==> src/rtl/fifo_wr_arbiter.sv <==
// Round-robin write-port arbiter sharing one async_fifo write port among N_REQ requesters.
// Define FIFO_WR_ARB_FIXED_PRI_EN for fixed priority (lowest index wins) instead of round-robin.
module fifo_wr_arbiter #(
    parameter int unsigned N_REQ     = 4,
    parameter int unsigned D_WIDTH   = 8,
    parameter int unsigned MAX_BURST = 4
) (
    input  logic                       clk,
    input  logic                       reset_n,
    input  logic [N_REQ-1:0]           req_valid,
    input  logic [N_REQ*D_WIDTH-1:0]   req_data,
    input  logic [N_REQ-1:0]           req_last,
    output logic [N_REQ-1:0]           req_ready,
    input  logic                       fifo_full,
    output logic                       fifo_wr_en,
    output logic [D_WIDTH-1:0]         fifo_wr_data,
    output logic [$clog2(N_REQ)-1:0]   grant_id,
    output logic                       busy
);

    localparam int unsigned ID_W  = $clog2(N_REQ);
    localparam int unsigned CNT_W = 4;

    typedef enum logic {
        IDLE = 1'b0,
        XFER = 1'b1
    } state_e;

    state_e           state_q, state_d;
    logic [ID_W-1:0]  owner_q, owner_d;
    logic [CNT_W-1:0] beat_cnt_q, beat_cnt_d;
    logic [CNT_W-1:0] beat_nxt;
    logic [ID_W-1:0]  sel_idx;
    logic             sel_found;

    // State register
    always_ff @(posedge clk or negedge reset_n) begin
        if (!reset_n) begin
            state_q    <= IDLE;
            owner_q    <= ID_W'(N_REQ - 1);
            beat_cnt_q <= '0;
        end else begin
            state_q    <= state_d;
            owner_q    <= owner_d;
            beat_cnt_q <= beat_cnt_d;
        end
    end

    // Next owner selection; loops run so the preferred candidate is assigned last
    always_comb begin
        sel_found = |req_valid;
        sel_idx   = '0;
`ifdef FIFO_WR_ARB_FIXED_PRI_EN
        for (int i = int'(N_REQ) - 1; i >= 0; i--) begin
            if (req_valid[i]) sel_idx = ID_W'(i);
        end
`else
        for (int i = int'(N_REQ); i >= 1; i--) begin
            if (req_valid[(int'(owner_q) + i) % int'(N_REQ)])
                sel_idx = ID_W'((int'(owner_q) + i) % int'(N_REQ));
        end
`endif
    end

    assign beat_nxt = beat_cnt_q + CNT_W'(1);

    // Next-state logic
    always_comb begin
        state_d    = state_q;
        owner_d    = owner_q;
        beat_cnt_d = beat_cnt_q;
        case (state_q)
            IDLE: begin
                if (sel_found) begin
                    state_d    = XFER;
                    owner_d    = sel_idx;
                    beat_cnt_d = '0;
                end
            end
            XFER: begin
                if (fifo_wr_en) begin
                    beat_cnt_d = beat_nxt;
                    if (req_last[owner_q] || (beat_nxt == CNT_W'(MAX_BURST)))
                        state_d = IDLE;
                end
                // Dropping valid truncates the burst, even while the FIFO is full
                if (!req_valid[owner_q]) state_d = IDLE;
            end
            default: state_d = IDLE;
        endcase
    end

    // Combinational write path from the registered owner
    always_comb begin
        req_ready    = '0;
        fifo_wr_en   = 1'b0;
        fifo_wr_data = '0;
        if (state_q == XFER) begin
            req_ready[owner_q] = ~fifo_full;
            fifo_wr_en         = req_valid[owner_q] & ~fifo_full;
            fifo_wr_data       = req_data[int'(owner_q)*D_WIDTH +: D_WIDTH];
        end
    end

    assign busy     = (state_q == XFER);
    assign grant_id = owner_q;

endmodule

==> config.mk <==
export PLATFORM = sky130hd
export DESIGN_NAME = fifo_wr_arbiter
export DESIGN_NICKNAME = d
export VERILOG_FILES = /design/src/rtl/fifo_wr_arbiter.sv
export SDC_FILE = /design/constraint.sdc
export NUM_CORES = 1
export LEC_CHECK = 0
export CAP_MARGIN = 20
export CORE_MARGIN = 10
export CORE_UTILIZATION = 39
export CTS_BUF_LIST = sky130_fd_sc_hd__clkbuf_8
export CTS_CLUSTER_SIZE = 14
export DETAILED_ROUTE_END_ITERATION = 10
export PLACE_DENSITY = 0.81
export SETUP_SLACK_MARGIN = 0.5
export SKIP_LAST_GASP = 1
export SLEW_MARGIN = 0
export SYNTH_ARGS = -nofsm -noshare
export SYNTH_HDL_FRONTEND = slang
export SYNTH_SLANG_ARGS = --single-unit
==> constraint.sdc <==
create_clock -name clk -period 2.03 [get_ports clk]
set_input_delay 0.3045 -clock clk [delete_from_list [all_inputs] [get_ports clk]]
set_output_delay 0.3045 -clock clk [all_outputs]
set_load 0.02 [all_outputs]
**After elaboration in Yosys (flattened, before gate mapping)**

Index checks and enable logic that the tools add are counted.

- Add/subtract/negate cells: 5
- $lt $le $gt $ge: 6
- Equality and inequality tests: 3
- Shift operators: 1
- Muxes and demuxes: 33
- Bitwise logic cells: 8
- Reduce and logical (&&, ||, !) cells: 9

Operator list:

| operator | number |
|---|---|
| $shiftx 32x6->8 | 1 |
| $lt 3x4->1 const B | 4 |
| $mux 1 | 16 |
| $bmux 1 s2 | 6 |
| $mux 4 | 3 |
| $mux 2 | 4 |
| $mux 8 | 1 |
| $pmux 4 s2 | 1 |
| $reduce_or 2->1 | 4 |
| $add 2x1->2 const B | 2 |
| $add 2x2->2 const B | 2 |
| $add 4x1->4 const B | 1 |
| $and 1x1->1 const A | 4 |
| $and 4x4->4 | 1 |
| $eq 4x3->1 const B | 1 |
| $ne 2x2->1 const B | 2 |
| $reduce_and 2->1 | 2 |
| $reduce_or 4->1 | 1 |
| $lt 2x3->1 const B | 1 |
| $demux 1 s2 | 1 |
| $ge 2x1->1 const B | 1 |
| $not 1->1 | 2 |
| $pmux 1 s2 | 1 |
| $and 1x1->1 | 1 |
| other kinds (2) | 2 |

- Register bits: 7
- Bits of input ports: 43
- Output and inout bits: 16
- Logic and storage cells: 68

**Logic depth before layout (Yosys ltp)**

- Word-level depth: 10
- Depth in mapped cells: 7
- Mapped depth without buffers: 5

**Worst setup path after synthesis**

Ideal clock, no wire load.

- Kind: register to output
- Start point: register owner_q[1], in the netlist grant_id[1]
- End point: output port fifo_wr_data[0]
- Arrival: 1.675 ns
- Data required time: 1.725 ns
- Setup slack: 0.051 ns
- Cell stages (with the launch flop): 5
- Buffers on the path: 2
- Path through: dfstp_2 -> buf_2 -> buf_1 -> mux4_2 -> and2_1

- Word-level cells in the longest chain between the ends: 2

RTL lines:

| what | line | RTL |
|---|---|---|
| start, declared | 30 | `logic [ID_W-1:0] owner_q, owner_d;` |
| start signal, assigned | 40 | `owner_q <= ID_W'(N_REQ - 1);` |
| start signal, assigned | 44 | `owner_q <= owner_d;` |
| $shiftx 32x6->8 | 101 | `fifo_wr_data = req_data[int'(owner_q)*D_WIDTH +: D_WIDTH];` |
| $mux 8 | 98 | `if (state_q == XFER) begin` |
| end, declared | 16 | `output logic [D_WIDTH-1:0] fifo_wr_data,` |

No other way between the ends.

**Worst setup path after layout**

- Start point: register owner_q[0], in the netlist grant_id[0]
- End point: output port fifo_wr_data[6]

The elaborated chain is that of the path after synthesis.

==> impl.org <==
** STA
- Final min period :: 2.113 ns
- The count of pins over their slew limit was 0.
- Number of endpoints with negative hold slack in the final report :: 0
- Clock skew after layout :: 0.01090 ns
- Slew of the pin with the lowest slew margin :: 0.3393 ns
- Setup slack on the critical path of the routed design comes to -0.08251 ns.
- Setup repair after global routing could not meet its margin everywhere.
- Setup violations remaining at the end of the flow were counted as 9.
- Setup total negative slack on the finished layout was measured at -0.5734 ns.
- The worst path uses 104.1% of the clock period.
- Fmax :: 473.4 MHz
- Worst max-slew margin expressed relative to the limit :: 77.31%

** Clock tree
- CTS saw 7 sinks.
- In this run the deepest clock path goes through 2 buffers.
- CTS Root Cell :: sky130_fd_sc_hd__clkbuf_8
- After clock tree synthesis, the clock-pin slew on the worst setup and hold paths is 0.05 ns.
- In this run the number of H-tree levels came out at 1.
- CTS tree :: done
- The number of clock buffers added by TritonCTS is 3.
- Clock insertion delay at the later pin of the skew report :: 0.24 ns
- Hold_buf cts :: 0

** Route
- Via count of the routed design :: 1290
- Total routed wire length on the met1 layer :: 2218 um
- Routed wl met3 :: 416 um
- After detailed routing, the number of remaining DRC violations is 0.
- Final Routed Wirelength :: 5252 um
- Met2 routed WL :: 2539 um
- DRT iter0 DRCs :: 159
- After detailed routing, no signal wire sits above met4.
- In the final routed layout, each cell accounts on average for 24.09 um.
- The detail route stage leaves a number of antenna-violating nets equal to 0.
- Vias/cell :: 5.917
- The pre-antenna-repair detailed-routing pass consisted of 4 iterations.

** Global routing
- Maximum number of pins on one net before global-route repair :: 12
- Global routing used 16.39% of the available tracks across all layers.
- The total overflow left after global routing is 0.
- Antenna violations before repair :: 0
- Global-route wire length before repair :: 6624 um
- Number of global-route vias before repair :: 1230

** Synth
- Share of cell area taken by muxes after synthesis :: 28.48%
- Counting flops with an async set or reset pin after synthesis yields a share of 100.0%.
- Count of flip-flops with a built-in enable after synthesis :: 0
- Register bit count reported by yosys :: 7
- Net count of the mapped netlist :: 150
- Adder-cell share of the synthesized area :: 7.663%
- Summing the areas of all compound-gate instances in the mapped netlist gives 13.67% of the synthesized area.
- Gate Count Post-Synth :: 101
- Simple-gate share of the synthesized area :: 24.65%
- Post-Syn Area per Cell :: 9.700 um2
- The Yosys step of the flow raised 0 warnings.
- The mapped netlist covers 979.7 um2.
- Summing the sequential cell areas from Yosys gives 18.14% of the chip area.
- Summing the areas of all xor and xnor instances in the mapped netlist gives 0.8940% of the synthesized area.
- Sorting the synthesized cells by area gives the leading types as sky130_fd_sc_hd__mux4_2 25%, sky130_fd_sc_hd__dfrtp_1 13%, sky130_fd_sc_hd__and2_1 7.7%, sky130_fd_sc_hd__ha_1 7.7%, sky130_fd_sc_hd__dfstp_2 5.4%.
- After synthesis, the largest area contributor takes up 25.29% of total cell area.
- Synth cell types :: 43
- Post-synth top flop :: sky130_fd_sc_hd__dfrtp_1
- Largest family of logic cells by synthesized area :: multiplexers
- Biggest area consumer among synthesized cells :: sky130_fd_sc_hd__mux4_2

** Critical path
- CP Data Required Time :: 1.73 ns
- In this run the critical register-to-register path is launched from grant_id[0]$_DFFE_PN1P_.
- Measured in cells, the most critical reg-to-reg path has a length of 7.
- WS Path Type :: flop to primary output
- RR Endpoint :: grant_id[0]$_DFFE_PN1P_
- Critical Path Sink Type :: primary output
- STA classifies the critical path startpoint as a flop.
- Of all nets on the critical path, the largest fanout is 5.
- STA puts the critical path data arrival time at 1.81 ns.
- For flop-to-flop paths, the worst setup slack is -0.06 ns.

** Floorplanning
- Measured along the x axis, the die boundary spans 70.12 um.
- IO Count :: 59
- Site row count :: 18
- Overall die height :: 70.12 um
- The floorplan step defined a die boundary enclosing 4917 um2.
- The initial utilization of the core area, before any placement, comes to 40.28%.
- The floorplan step defined a core boundary enclosing 2432 um2.

** Placed design
- Once placement completed, the tool counted placed cells totaling 198.
- Routability-driven placement finished with a final weighted congestion of 0.8848.
- Count of input and output buffers :: 58
- Summing all placed instances gives a cell area of 1754 um2.
- Summed over all nets, the half-perimeter wirelength after detailed placement is 2979 um.

** Final layout
- Final cell count without fillers :: 218
- From synthesis to final layout, the design area changed by 111.7%.
- Final core occ :: 85.29%
- Share of final-layout standard cells stronger than drive strength 1 :: 49.47%
- For this run, the post-layout net count is 238.
- Post-layout instance area :: 2074 um2
- 0 antenna diodes ended up in the layout.

** Power
- IR analysis of the VDD net gives a maximum drop of 1.135 mV.
- In this run the power density over the cells is 1426 nW/um2.
- For this design the static power due to leakage is 0.8998 nW.
- Summing internal, switching and leakage power gives 2.959 mW.

** Run status
- Status :: finished, violations left
- Violated checks :: negative setup slack

** Hold path
- Worst hold path class :: input pin to asynchronous set/reset pin

** Flow run
- Number of max-cap violations :: 0
-- cell type report --
type | count | area, um2
Timing Repair Buffer | 91 | 923.4
Clock buffer | 3 | 41.29
Multi-Input combinational cell | 81 | 855.8
Sequential cell | 7 | 181.4
Clock inverter | 1 | 3.754
Inverter | 5 | 31.28
Tap cell | 30 | 37.54
Fill cell | 136 | 357.8
-- Yosys cell counts (all sizes together), types with 2 or more instances --
cell type / count
and2: 12
mux4: 11
nand2: 7
ha: 6
buf: 5
dfrtp: 5
inv: 5
nand3: 5
nor2: 5
clkbuf: 3
nor2b: 3
nor3: 3
o21ai: 3
a31o: 2
and3b: 2
dfstp: 2
mux2i: 2
or3b: 2
-- cell usage in the layout (no fill, tap or decap), types with 2 or more instances in the layout --
cell type / synthesis / layout
sky130_fd_sc_hd__and2_4: 0 / 12
sky130_fd_sc_hd__and3b_1: 2 / 2
sky130_fd_sc_hd__buf_12: 0 / 2
sky130_fd_sc_hd__buf_4: 1 / 18
sky130_fd_sc_hd__buf_6: 1 / 24
sky130_fd_sc_hd__buf_8: 0 / 3
sky130_fd_sc_hd__clkbuf_8: 0 / 3
sky130_fd_sc_hd__clkdlybuf4s50_1: 0 / 41
sky130_fd_sc_hd__dfrtp_1: 5 / 5
sky130_fd_sc_hd__dlygate4sd2_1: 0 / 2
sky130_fd_sc_hd__ha_1: 6 / 2
sky130_fd_sc_hd__ha_4: 0 / 4
sky130_fd_sc_hd__inv_1: 5 / 3
sky130_fd_sc_hd__inv_6: 0 / 2
sky130_fd_sc_hd__mux2i_1: 2 / 2
sky130_fd_sc_hd__mux4_2: 11 / 11
sky130_fd_sc_hd__nand2_1: 7 / 5
sky130_fd_sc_hd__nand3_1: 5 / 4
sky130_fd_sc_hd__nor2_1: 5 / 5
sky130_fd_sc_hd__nor2b_1: 3 / 2
sky130_fd_sc_hd__nor3_1: 3 / 3
sky130_fd_sc_hd__o21ai_1: 1 / 2
-- per-layer routing --
metal,track usage (%),up-vias
li1,-,555
met1,21.31,633
met2,26.99,93
met3,2.825,9
met4,4.386,0
met5,0,-
-- worst max-delay path by stage --
| stage | from | endpoint | slack, ns | depth (start not counted) |
|---|---|---|---|---|
| floorplan | grant_id[0]$_DFFE_PN1P_ | fifo_wr_data[0] | 0.17 | 4 |
| global route | grant_id[0]$_DFFE_PN1P_ | fifo_wr_data[4] | -0.13 | 4 |
| global placement | grant_id[0]$_DFFE_PN1P_ | fifo_wr_data[3] | -0.24 | 3 |
| finish | grant_id[0]$_DFFE_PN1P_ | fifo_wr_data[6] | -0.08 | 4 |
| detailed placement | grant_id[0]$_DFFE_PN1P_ | fifo_wr_data[2] | -0.25 | 3 |
| CTS | grant_id[0]$_DFFE_PN1P_ | fifo_wr_data[1] | -0.07 | 4 |
-- where the power goes --
group	leakage (nW)	total, mW	internal [mW]	switching (mW)
Combinational	0.785	2.46	1.39	1.07
Clock	0.0269	0.204	0.132	0.0723
Sequential	0.0875	0.291	0.213	0.0785
-- sequential cells by signal, summed over array words and instances (netlist names) --
signal,flops
beat_cnt_q,4
grant_id,2
busy,1
-- cell families after synthesis --
group / count (synthesis)
AO/OA/AOI/OAI: 17
XOR/XNOR: 1
adder cells (fa/ha/maj): 6
buffers and inverters: 13
flip-flops: 7
multiplexers: 14
AND/OR/NAND/NOR: 43
-- critical path: stages (launching register included) --
cell and delay [ns]:
sky130_fd_sc_hd__dfstp_4 0.66, sky130_fd_sc_hd__buf_6 0.14, sky130_fd_sc_hd__mux4_2 0.50, sky130_fd_sc_hd__and2_4 0.15, sky130_fd_sc_hd__buf_6 0.12
-- per-stage QoR --
step	hold slack, ns	worst slack (ns)
after floorplan	0.008909	0.1675
after global routing	0.3436	-0.1317
after global placement	0.5642	-0.2359
final	0.3321	-0.08251
after detailed placement	0.5784	-0.2507
after CTS	0.3367	-0.07159
-- repair_timing --
item,CTS,global route
setup buffers,11,5
pin swaps,14,8
endpoints found under the setup margin,23,22
gates resized for setup,103,19
No activity file was read; power rests on OpenSTA's default activity.
